`src/rtl/sprite_pos_regs_if.sv`:
```
// Avalon-MM bus bundle for the sprite position register block.
// The slave modport is taken by sprite_pos_regs; the master side drives the bus.
interface sprite_pos_regs_if;
   logic        chipselect;
   logic        write;
   logic        read;
   logic [8:0]  address;
   logic [31:0] writedata;
   logic [31:0] readdata;

   modport master (
      output chipselect, write, read, address, writedata,
      input  readdata
   );

   modport slave (
      input  chipselect, write, read, address, writedata,
      output readdata
   );
endinterface

```
`src/rtl/sprite_pos_regs.sv`:
```
// Double-banked sprite x/y registers: the bus writes a shadow bank that is copied to the
// active bank at vblank start. Optional vblank interrupt enabled by macro SPRITE_POS_IRQ_EN.
module sprite_pos_regs #(
   parameter int NUM_SLOTS = 5,
   parameter int VACTIVE   = 480
) (
   input  logic                     clk,
   input  logic                     reset,
   sprite_pos_regs_if.slave         bus,
   input  logic [10:0]              hcount,
   input  logic [9:0]               vcount,
   output logic [NUM_SLOTS*11-1:0]  act_x,
   output logic [NUM_SLOTS*10-1:0]  act_y,
   output logic                     irq
);

   localparam logic [8:0] ADDR_CTRL    = 9'd16;
   localparam logic [8:0] ADDR_STATUS  = 9'd17;
   localparam logic [8:0] ADDR_IRQ_CLR = 9'd18;

   // Reset x position of a slot: 100 + 100*slot, wrapped to 11 bits.
   function automatic logic [10:0] reset_x(input int slot);
      int v;
      v = 32'sd100 + (32'sd100 * slot);
      return v[10:0];
   endfunction

   logic [10:0] shadow_x_q [NUM_SLOTS];
   logic [10:0] shadow_x_d [NUM_SLOTS];
   logic [9:0]  shadow_y_q [NUM_SLOTS];
   logic [9:0]  shadow_y_d [NUM_SLOTS];
   logic [10:0] act_x_q    [NUM_SLOTS];
   logic [10:0] act_x_d    [NUM_SLOTS];
   logic [9:0]  act_y_q    [NUM_SLOTS];
   logic [9:0]  act_y_d    [NUM_SLOTS];

   logic        auto_q,     auto_d;
   logic        pending_q,  pending_d;
   logic        dirty_q,    dirty_d;
   logic        irq_q,      irq_d;
   logic [15:0] frame_q,    frame_d;
   logic [31:0] readdata_q, readdata_d;

   logic        wr_s;
   logic        pos_wr_s;
   logic        ctrl_wr_s;
   logic        vblank_start_s;
   logic        in_vblank_s;
   logic        commit_s;
   logic [31:0] rd_pos_s;
   logic [31:0] rd_val_s;
   logic        unused_s;

   assign wr_s           = bus.chipselect && bus.write;
   assign pos_wr_s       = wr_s && (bus.address < 9'(32'sd2 * NUM_SLOTS));
   assign ctrl_wr_s      = wr_s && (bus.address == ADDR_CTRL);
   assign vblank_start_s = (hcount == 11'd0) && (vcount == 10'(VACTIVE));
   assign in_vblank_s    = (vcount >= 10'(VACTIVE));
   // Decision uses registered flags only, so a same-cycle bus write affects the next vblank.
   assign commit_s       = vblank_start_s && ((auto_q && dirty_q) || pending_q);
   assign unused_s       = ^bus.writedata[31:11];

`ifdef SPRITE_POS_IRQ_EN
   logic irq_clr_s;
   assign irq_clr_s = wr_s && (bus.address == ADDR_IRQ_CLR);
`endif

   always_comb begin
      rd_pos_s = 32'd0;
      for (int i = 0; i < NUM_SLOTS; i++) begin
         rd_pos_s = rd_pos_s
                  | ((bus.address == 9'(32'sd2 * i))
                       ? {21'd0, shadow_x_q[i]} : 32'd0)
                  | ((bus.address == 9'((32'sd2 * i) + 32'sd1))
                       ? {22'd0, shadow_y_q[i]} : 32'd0);
      end
      case (bus.address)
         ADDR_CTRL:    rd_val_s = {31'd0, auto_q};
         ADDR_STATUS:  rd_val_s = {frame_q, 12'd0, irq_q, in_vblank_s, dirty_q, pending_q};
         ADDR_IRQ_CLR: rd_val_s = 32'd0;
         default:      rd_val_s = rd_pos_s;
      endcase
   end

   always_comb begin
      for (int i = 0; i < NUM_SLOTS; i++) begin
         shadow_x_d[i] = (wr_s && (bus.address == 9'(32'sd2 * i)))
                       ? bus.writedata[10:0] : shadow_x_q[i];
         shadow_y_d[i] = (wr_s && (bus.address == 9'((32'sd2 * i) + 32'sd1)))
                       ? bus.writedata[9:0] : shadow_y_q[i];
         act_x_d[i]    = commit_s ? shadow_x_q[i] : act_x_q[i];
         act_y_d[i]    = commit_s ? shadow_y_q[i] : act_y_q[i];
      end

      if (ctrl_wr_s) begin
         auto_d = bus.writedata[0];
      end else begin
         auto_d = auto_q;
      end

      // A set request in the same cycle as a commit survives for the following vblank.
      if (ctrl_wr_s && bus.writedata[1]) begin
         pending_d = 1'b1;
      end else if (commit_s) begin
         pending_d = 1'b0;
      end else begin
         pending_d = pending_q;
      end

      if (pos_wr_s) begin
         dirty_d = 1'b1;
      end else if (commit_s) begin
         dirty_d = 1'b0;
      end else begin
         dirty_d = dirty_q;
      end

`ifdef SPRITE_POS_IRQ_EN
      if (vblank_start_s) begin
         irq_d = 1'b1;
      end else if (irq_clr_s) begin
         irq_d = 1'b0;
      end else begin
         irq_d = irq_q;
      end
`else
      irq_d = 1'b0;
`endif

      frame_d    = vblank_start_s ? (frame_q + 16'd1) : frame_q;
      readdata_d = (bus.chipselect && bus.read) ? rd_val_s : readdata_q;
   end

   always_ff @(posedge clk) begin
      if (reset) begin
         for (int i = 0; i < NUM_SLOTS; i++) begin
            shadow_x_q[i] <= reset_x(i);
            shadow_y_q[i] <= 10'd100;
            act_x_q[i]    <= reset_x(i);
            act_y_q[i]    <= 10'd100;
         end
         auto_q     <= 1'b1;
         pending_q  <= 1'b0;
         dirty_q    <= 1'b0;
         irq_q      <= 1'b0;
         frame_q    <= 16'd0;
         readdata_q <= 32'd0;
      end else begin
         shadow_x_q <= shadow_x_d;
         shadow_y_q <= shadow_y_d;
         act_x_q    <= act_x_d;
         act_y_q    <= act_y_d;
         auto_q     <= auto_d;
         pending_q  <= pending_d;
         dirty_q    <= dirty_d;
         irq_q      <= irq_d;
         frame_q    <= frame_d;
         readdata_q <= readdata_d;
      end
   end

   for (genvar g = 0; g < NUM_SLOTS; g++) begin : g_out
      assign act_x[11*g +: 11] = act_x_q[g];
      assign act_y[10*g +: 10] = act_y_q[g];
   end

   assign bus.readdata = readdata_q;
   assign irq          = irq_q;

endmodule

```
`src/flat_wrapper.sv`:
```
// flat-port wrapper written by rule: the top's interface ports become plain ports
module sprite_pos_regs_flat 
#(
   parameter int NUM_SLOTS = 5,
   parameter int VACTIVE   = 480
)
  (clk, reset, hcount, vcount, act_x, act_y, irq, bus_chipselect, bus_write, bus_read, bus_address, bus_writedata, bus_readdata);
  sprite_pos_regs_if bus_i ();
  input  logic clk;
  input  logic reset;
  input  logic [10:0] hcount;
  input  logic [9:0] vcount;
  output logic [NUM_SLOTS*11-1:0] act_x;
  output logic [NUM_SLOTS*10-1:0] act_y;
  output logic irq;
  input wire logic [$bits(bus_i.chipselect)-1:0] bus_chipselect;
  input wire logic [$bits(bus_i.write)-1:0] bus_write;
  input wire logic [$bits(bus_i.read)-1:0] bus_read;
  input wire logic [$bits(bus_i.address)-1:0] bus_address;
  input wire logic [$bits(bus_i.writedata)-1:0] bus_writedata;
  output wire logic [$bits(bus_i.readdata)-1:0] bus_readdata;
  assign bus_i.chipselect = bus_chipselect;
  assign bus_i.write = bus_write;
  assign bus_i.read = bus_read;
  assign bus_i.address = bus_address;
  assign bus_i.writedata = bus_writedata;
  assign bus_readdata = bus_i.readdata;
  sprite_pos_regs #(.NUM_SLOTS(NUM_SLOTS), .VACTIVE(VACTIVE)) u_core (.clk(clk), .reset(reset), .bus(bus_i), .hcount(hcount), .vcount(vcount), .act_x(act_x), .act_y(act_y), .irq(irq));
endmodule
```
`config.mk`:
```
export PLATFORM = sky130hd
export DESIGN_NAME = sprite_pos_regs_flat
export DESIGN_NICKNAME = d
export VERILOG_FILES = /design/src/rtl/sprite_pos_regs_if.sv /design/src/rtl/sprite_pos_regs.sv /design/src/flat_wrapper.sv
export SDC_FILE = /design/constraint.sdc
export NUM_CORES = 1
export LEC_CHECK = 0
export BUFFER_PORTS_ARGS = -buffer_cell sky130_fd_sc_hd__buf_2
export CAP_MARGIN = 15
export CELL_PAD_IN_SITES_DETAIL_PLACEMENT = 0
export CELL_PAD_IN_SITES_GLOBAL_PLACEMENT = 1
export CORE_UTILIZATION = 41
export CTS_BUF_LIST = sky130_fd_sc_hd__clkbuf_4 sky130_fd_sc_hd__clkbuf_8 sky130_fd_sc_hd__clkbuf_16
export DETAILED_ROUTE_END_ITERATION = 8
export PLACE_DENSITY_LB_ADDON = 0.1
export SYNTH_ARGS = -nofsm -noshare
export SYNTH_HDL_FRONTEND = slang
export SYNTH_SLANG_ARGS = --single-unit
export TNS_END_PERCENT = 10
```
`constraint.sdc`:
```
create_clock -name clk -period 2.4 [get_ports clk]
set_clock_uncertainty 0.15 [all_clocks]
set_input_delay 0.12 -clock clk [delete_from_list [all_inputs] [get_ports clk]]
set_output_delay 0.12 -clock clk [all_outputs]
set_load 0.01 [all_outputs]
```
==> flow_results.org <==
** Pwr
- Logic pwr share :: 0.041
- The analysis attributes to net switching a power of between 1.5 and 2 mW.
- Sequential power share :: 0.472
- Dividing total power by cell area gives a power density of slightly above 700 nW/um2.
- Peak supply drop :: 0.000561 V
- Pleak :: 5.44 nW
- Cell-internal power :: 7.04 mW
- Switching Fraction :: 0.218
- The share of total power dissipated in the clock network is 0.487.

** Critical path
- In this run the worst setup path terminates at u_core.frame_q[11].
- Endpoint of the worst-slack reg-to-reg timing path :: u_core.frame_q[11]
- For flop-to-flop paths, the worst setup slack is between 400 and 500 ps.
- Cell at the slowest stage of the critical path :: sky130_fd_sc_hd__dlygate4sd3_1
- The cell that appears most often on the critical path is sky130_fd_sc_hd__dlygate4sd3_1.
- STA puts the critical path data required time at 2710 ps.
- Critical path data arrival time :: 2650 ps
- Worst path max stage delay :: around 590 ps
- Crit-path cells :: dlygate4sd3_1 > buf_2 > nor2_2 > nand4_4 > dlygate4sd3_1 > or4_4 > or3_1 > a21oi_1
- Critical path launch point type :: input pin
- The worst setup path is of the input pin to flop kind.
- In this run the worst path has a maximum fanout of 6.
- Measured in cells, the most critical reg-to-reg path has a length of 5.
- Worst reg2reg path startpoint :: u_core.frame_q[2]
- The most critical setup path has its startpoint at hcount[3].
- Kind of capture point of the worst setup path :: flop

** GRT
- Fraction of met3 tracks used by global routing :: 0.0338
- Aggregate global-route resource usage :: 0.242
- GR Util met1 :: 0.341
- met2 is the most crowded layer.
- Number of global-route vias before repair :: about 8500
- Entering global routing, the biggest net connects 117 pins.
- For met2 alone, demand over resource in global routing was 0.395.
- Global-route wire length before repair :: between 40 and 50 mm
- Antenna violations before repair :: 0
- Gr ovfl total :: 0

** Logic synthesis
- By area the synthesized netlist is led by sky130_fd_sc_hd__dfxtp_1 50%, sky130_fd_sc_hd__nand2_1 12%, sky130_fd_sc_hd__mux2i_1 9.5%, sky130_fd_sc_hd__a21oi_1 5.3%, sky130_fd_sc_hd__nor2_1 3.1%.
- The synthesized netlist occupies a cell area of 10300 um2.
- Each instance of the synthesized netlist takes up on average 8.58 um2.
- Area leader, netlist :: sky130_fd_sc_hd__dfxtp_1
- For this run, the number of Yosys warnings is 0.
- The synthesized design contains 0 enable-type register cells.
- The share of the Yosys chip area taken by registers is 0.499.
- After technology mapping, the gate count stands at 1197.
- Count of state elements after synthesis :: ~260
- Proportion of synthesized flip-flops having asynchronous set or reset :: 0
- The synthesized netlist contains 59 unique library cells.
- Most instantiated flip-flop cell in the synthesis netlist :: sky130_fd_sc_hd__dfxtp_1
- Of the post-synthesis cell area, the dominant cell type holds 0.499.

** Layout
- Leaving out fill and tap cells, the most frequent cell in the layout is sky130_fd_sc_hd__nand2_1.
- The finished cells cover about 13000 um2.
- After the last flow step, the layout net total stands at 1452.
- Proportion of layout cells with a drive suffix above 1 :: 0.220
- Compared with the post-synthesis result, the final layout area differs by 24.6%.
- # diodes :: 0
- At the end of the flow the core is filled with cells to 0.523.
- Commonest cells after routing, fill and taps aside :: 322 x sky130_fd_sc_hd__nand2_1, 256 x sky130_fd_sc_hd__dfxtp_1, 176 x sky130_fd_sc_hd__buf_2

** Flow run
- The tool flagged a number of max-cap violations equal to 0.

** STA
- Measured slew at the worst slew-check pin :: 611 ps
- In this run the tightest slew margin relative to its limit is 0.593.
- Minimum period implied by the final worst setup slack :: between 2000 and 2500 ps
- Setup violations remaining at the end of the flow were counted as 0.
- Setup repair after global routing missed its margin :: no
- The worst path meets setup with slightly below 70 ps of slack.
- The final count of hold timing violations came to 0.
- Highest clock frequency the design can meet :: approximately 430 MHz
- The final number of max-transition violations came to 0.
- In the finished design, the share of the clock period the worst path needs comes to 0.971.
- Across all hold checks on the routed design, the worst slack comes to around 15 ps.
- Setup total negative slack :: 0 ps

** Place
- HPWL reported at the end of detailed placement :: between 20 and 25 mm
- Buffers added on ports :: between 150 and 200
- At the end of routability-driven placement, the weighted congestion stood at roughly 0.9.
- Timing analysis after detailed placement gives a worst setup slack of around 160 ps.
- The placed instances occupy a cell area of between 10000 and 15000 um2.

** Drt
- After the first detailed-routing iteration, the DRC count stood at around 760.
- After detailed routing, the average wire length per cell comes to 18.2 um.
- Once detail routing completed, the nets flagged for antenna violations numbered 0.
- The routed design has 31.5 mm of wire.
- Summing over every cut layer, the via total after detailed routing is approximately 9000.
- Before antenna repair, the detailed router went through 5 iterations.
- In the routed layout, each cell is associated on average with a via count of around 5.2.
- In the routed design, unresolved DRC markers number 0.

** Floorplanning
- The initial utilization of the core area, before any placement, comes to 0.420.
- The floorplan step defined a core boundary enclosing about 24000 um2.
- Width of the chip :: around 160 um
- Overall die area :: between 20000 and 30000 um2
- I/O pin cnt :: between 200 and 250
- The die is ~160 um tall.
- The floorplan has 57 rows.

** CTS
- Clock root buffer master :: sky130_fd_sc_hd__clkbuf_16
- Counting the buffers created by CTS gives 28.
- TritonCTS built the clock tree.
- After clock tree synthesis, the clock-pin slew on the worst setup and hold paths is ~60 ps.
- At the later pin of the worst-skew pair, clock insertion delay measures 550 ps.
- The longest clock path from root to sink contains 3 buffers.
- CTS built an H-tree with a depth of 1.
- Clock tree synthesis found a total of approximately 260 sinks.

** Min path
- Worst Hold Path Cells :: 6
- Min-Delay Path Class :: input pin to flop

** Outcome
- Run status :: completed
layout make-up:
type	instances	area [um2]
clock inverters	6	55.1
flip-flops and latches	256	5120
clock buffers	45	902
multi-input cells	842	4740
well taps	324	405
inverters	6	22.5
repair buffers	250	1550
fillers	2398	11700
synthesized netlist by cell type (5+ instances only):
cell / instances
sky130_fd_sc_hd__nand3_1: 56
sky130_fd_sc_hd__nor4_1: 8
sky130_fd_sc_hd__o21ai_0: 13
sky130_fd_sc_hd__nor3_1: 14
sky130_fd_sc_hd__xnor2_1: 7
sky130_fd_sc_hd__inv_1: 5
sky130_fd_sc_hd__a21oi_1: 109
sky130_fd_sc_hd__dfxtp_1: 256
sky130_fd_sc_hd__mux2_2: 8
sky130_fd_sc_hd__a221o_1: 5
sky130_fd_sc_hd__o22ai_1: 7
sky130_fd_sc_hd__buf_2: 21
sky130_fd_sc_hd__buf_4: 10
sky130_fd_sc_hd__mux4_2: 7
sky130_fd_sc_hd__nor2_1: 86
sky130_fd_sc_hd__nand2_1: 322
sky130_fd_sc_hd__and3_1: 8
sky130_fd_sc_hd__mux2i_1: 98
sky130_fd_sc_hd__a22oi_1: 22
sky130_fd_sc_hd__clkbuf_1: 63
per-stage QoR:
| step | power [mW] | instances |
|---|---|---|
| floorplan | 4.55 | 1202 |
| global placement | 4.69 | 1653 |
| detailed placement | 4.68 | 1653 |
| CTS | 9.08 | 1729 |
| global route | 9.30 | 1729 |
| finish | 9.01 | 1729 |
what timing repair did:
| item | in CTS | in global routing |
|---|---|---|
| buffers inserted | 0 | 0 |
| endpoints found under the setup margin | 0 | 3 |
| gates resized for setup | 0 | 1 |
| endpoints found under the hold margin | 132 | 0 |
| hold buffers | 25 | 0 |
power groups by stage:
stage	combinational, mW	clock (mW)	sequential (mW)
final	0.366	4.39	4.25
after global routing	0.390	4.65	4.25
after CTS	0.366	4.46	4.25
after detailed placement	0.336	0	4.35
after global placement	0.338	0	4.35
after floorplan	0.206	0	4.35
routing by layer:
layer | vias to the layer above | routed length (um) | part of all wire
met1 | 4326 | 14700 | 0.47
met3 | 34 | 1600 | 0.051
li1 | 4430 | - | -
met5 | - | 0 | 0
met2 | 250 | 14600 | 0.46
met4 | 0 | 558 | 0.018
worst min path at each step:
stage,to,start
2_1_floorplan,u_core.shadow_x_q[32],bus_writedata[10]
3_3_place_gp,u_core.shadow_x_q[32],bus_writedata[10]
3_5_place_dp,u_core.shadow_x_q[32],bus_writedata[10]
4_1_cts,u_core.frame_q[11],hcount[6]
5_1_grt,u_core.frame_q[13],hcount[5]
6_report,u_core.frame_q[13],hcount[6]
worst max-delay path, delay by kind of cell:
family / cells / cell delay [ps]
AOI/OAI and AO/OA: 1 / 140
buffers and inverters: 3 / 1240
and+or+nand+nor: 4 / 1130
logic make-up (layout without fill, tap and decap cells):
family	after synthesis	after routing	share of synthesized area
compound gates	181	181	0.104
other cells	1	6	0.000365
mux	113	113	0.120
simple gates	533	533	0.225
flops	256	256	0.499
xor+xnor	8	8	0.00682
fa+ha+maj	1	1	0.00122
buf+inv	104	307	0.0442
state kept, by name, indices dropped and copies added (netlist names):
register,flops
u_core.pending_q,1
u_core.dirty_q,1
u_core.act_y,50
u_core.bus.readdata,27
u_core.act_x,55
u_core.auto_q,1
u_core.shadow_y_q,50
u_core.frame_q,16
u_core.shadow_x_q,55
Note: power is estimated with default switching activity, not from simulation.
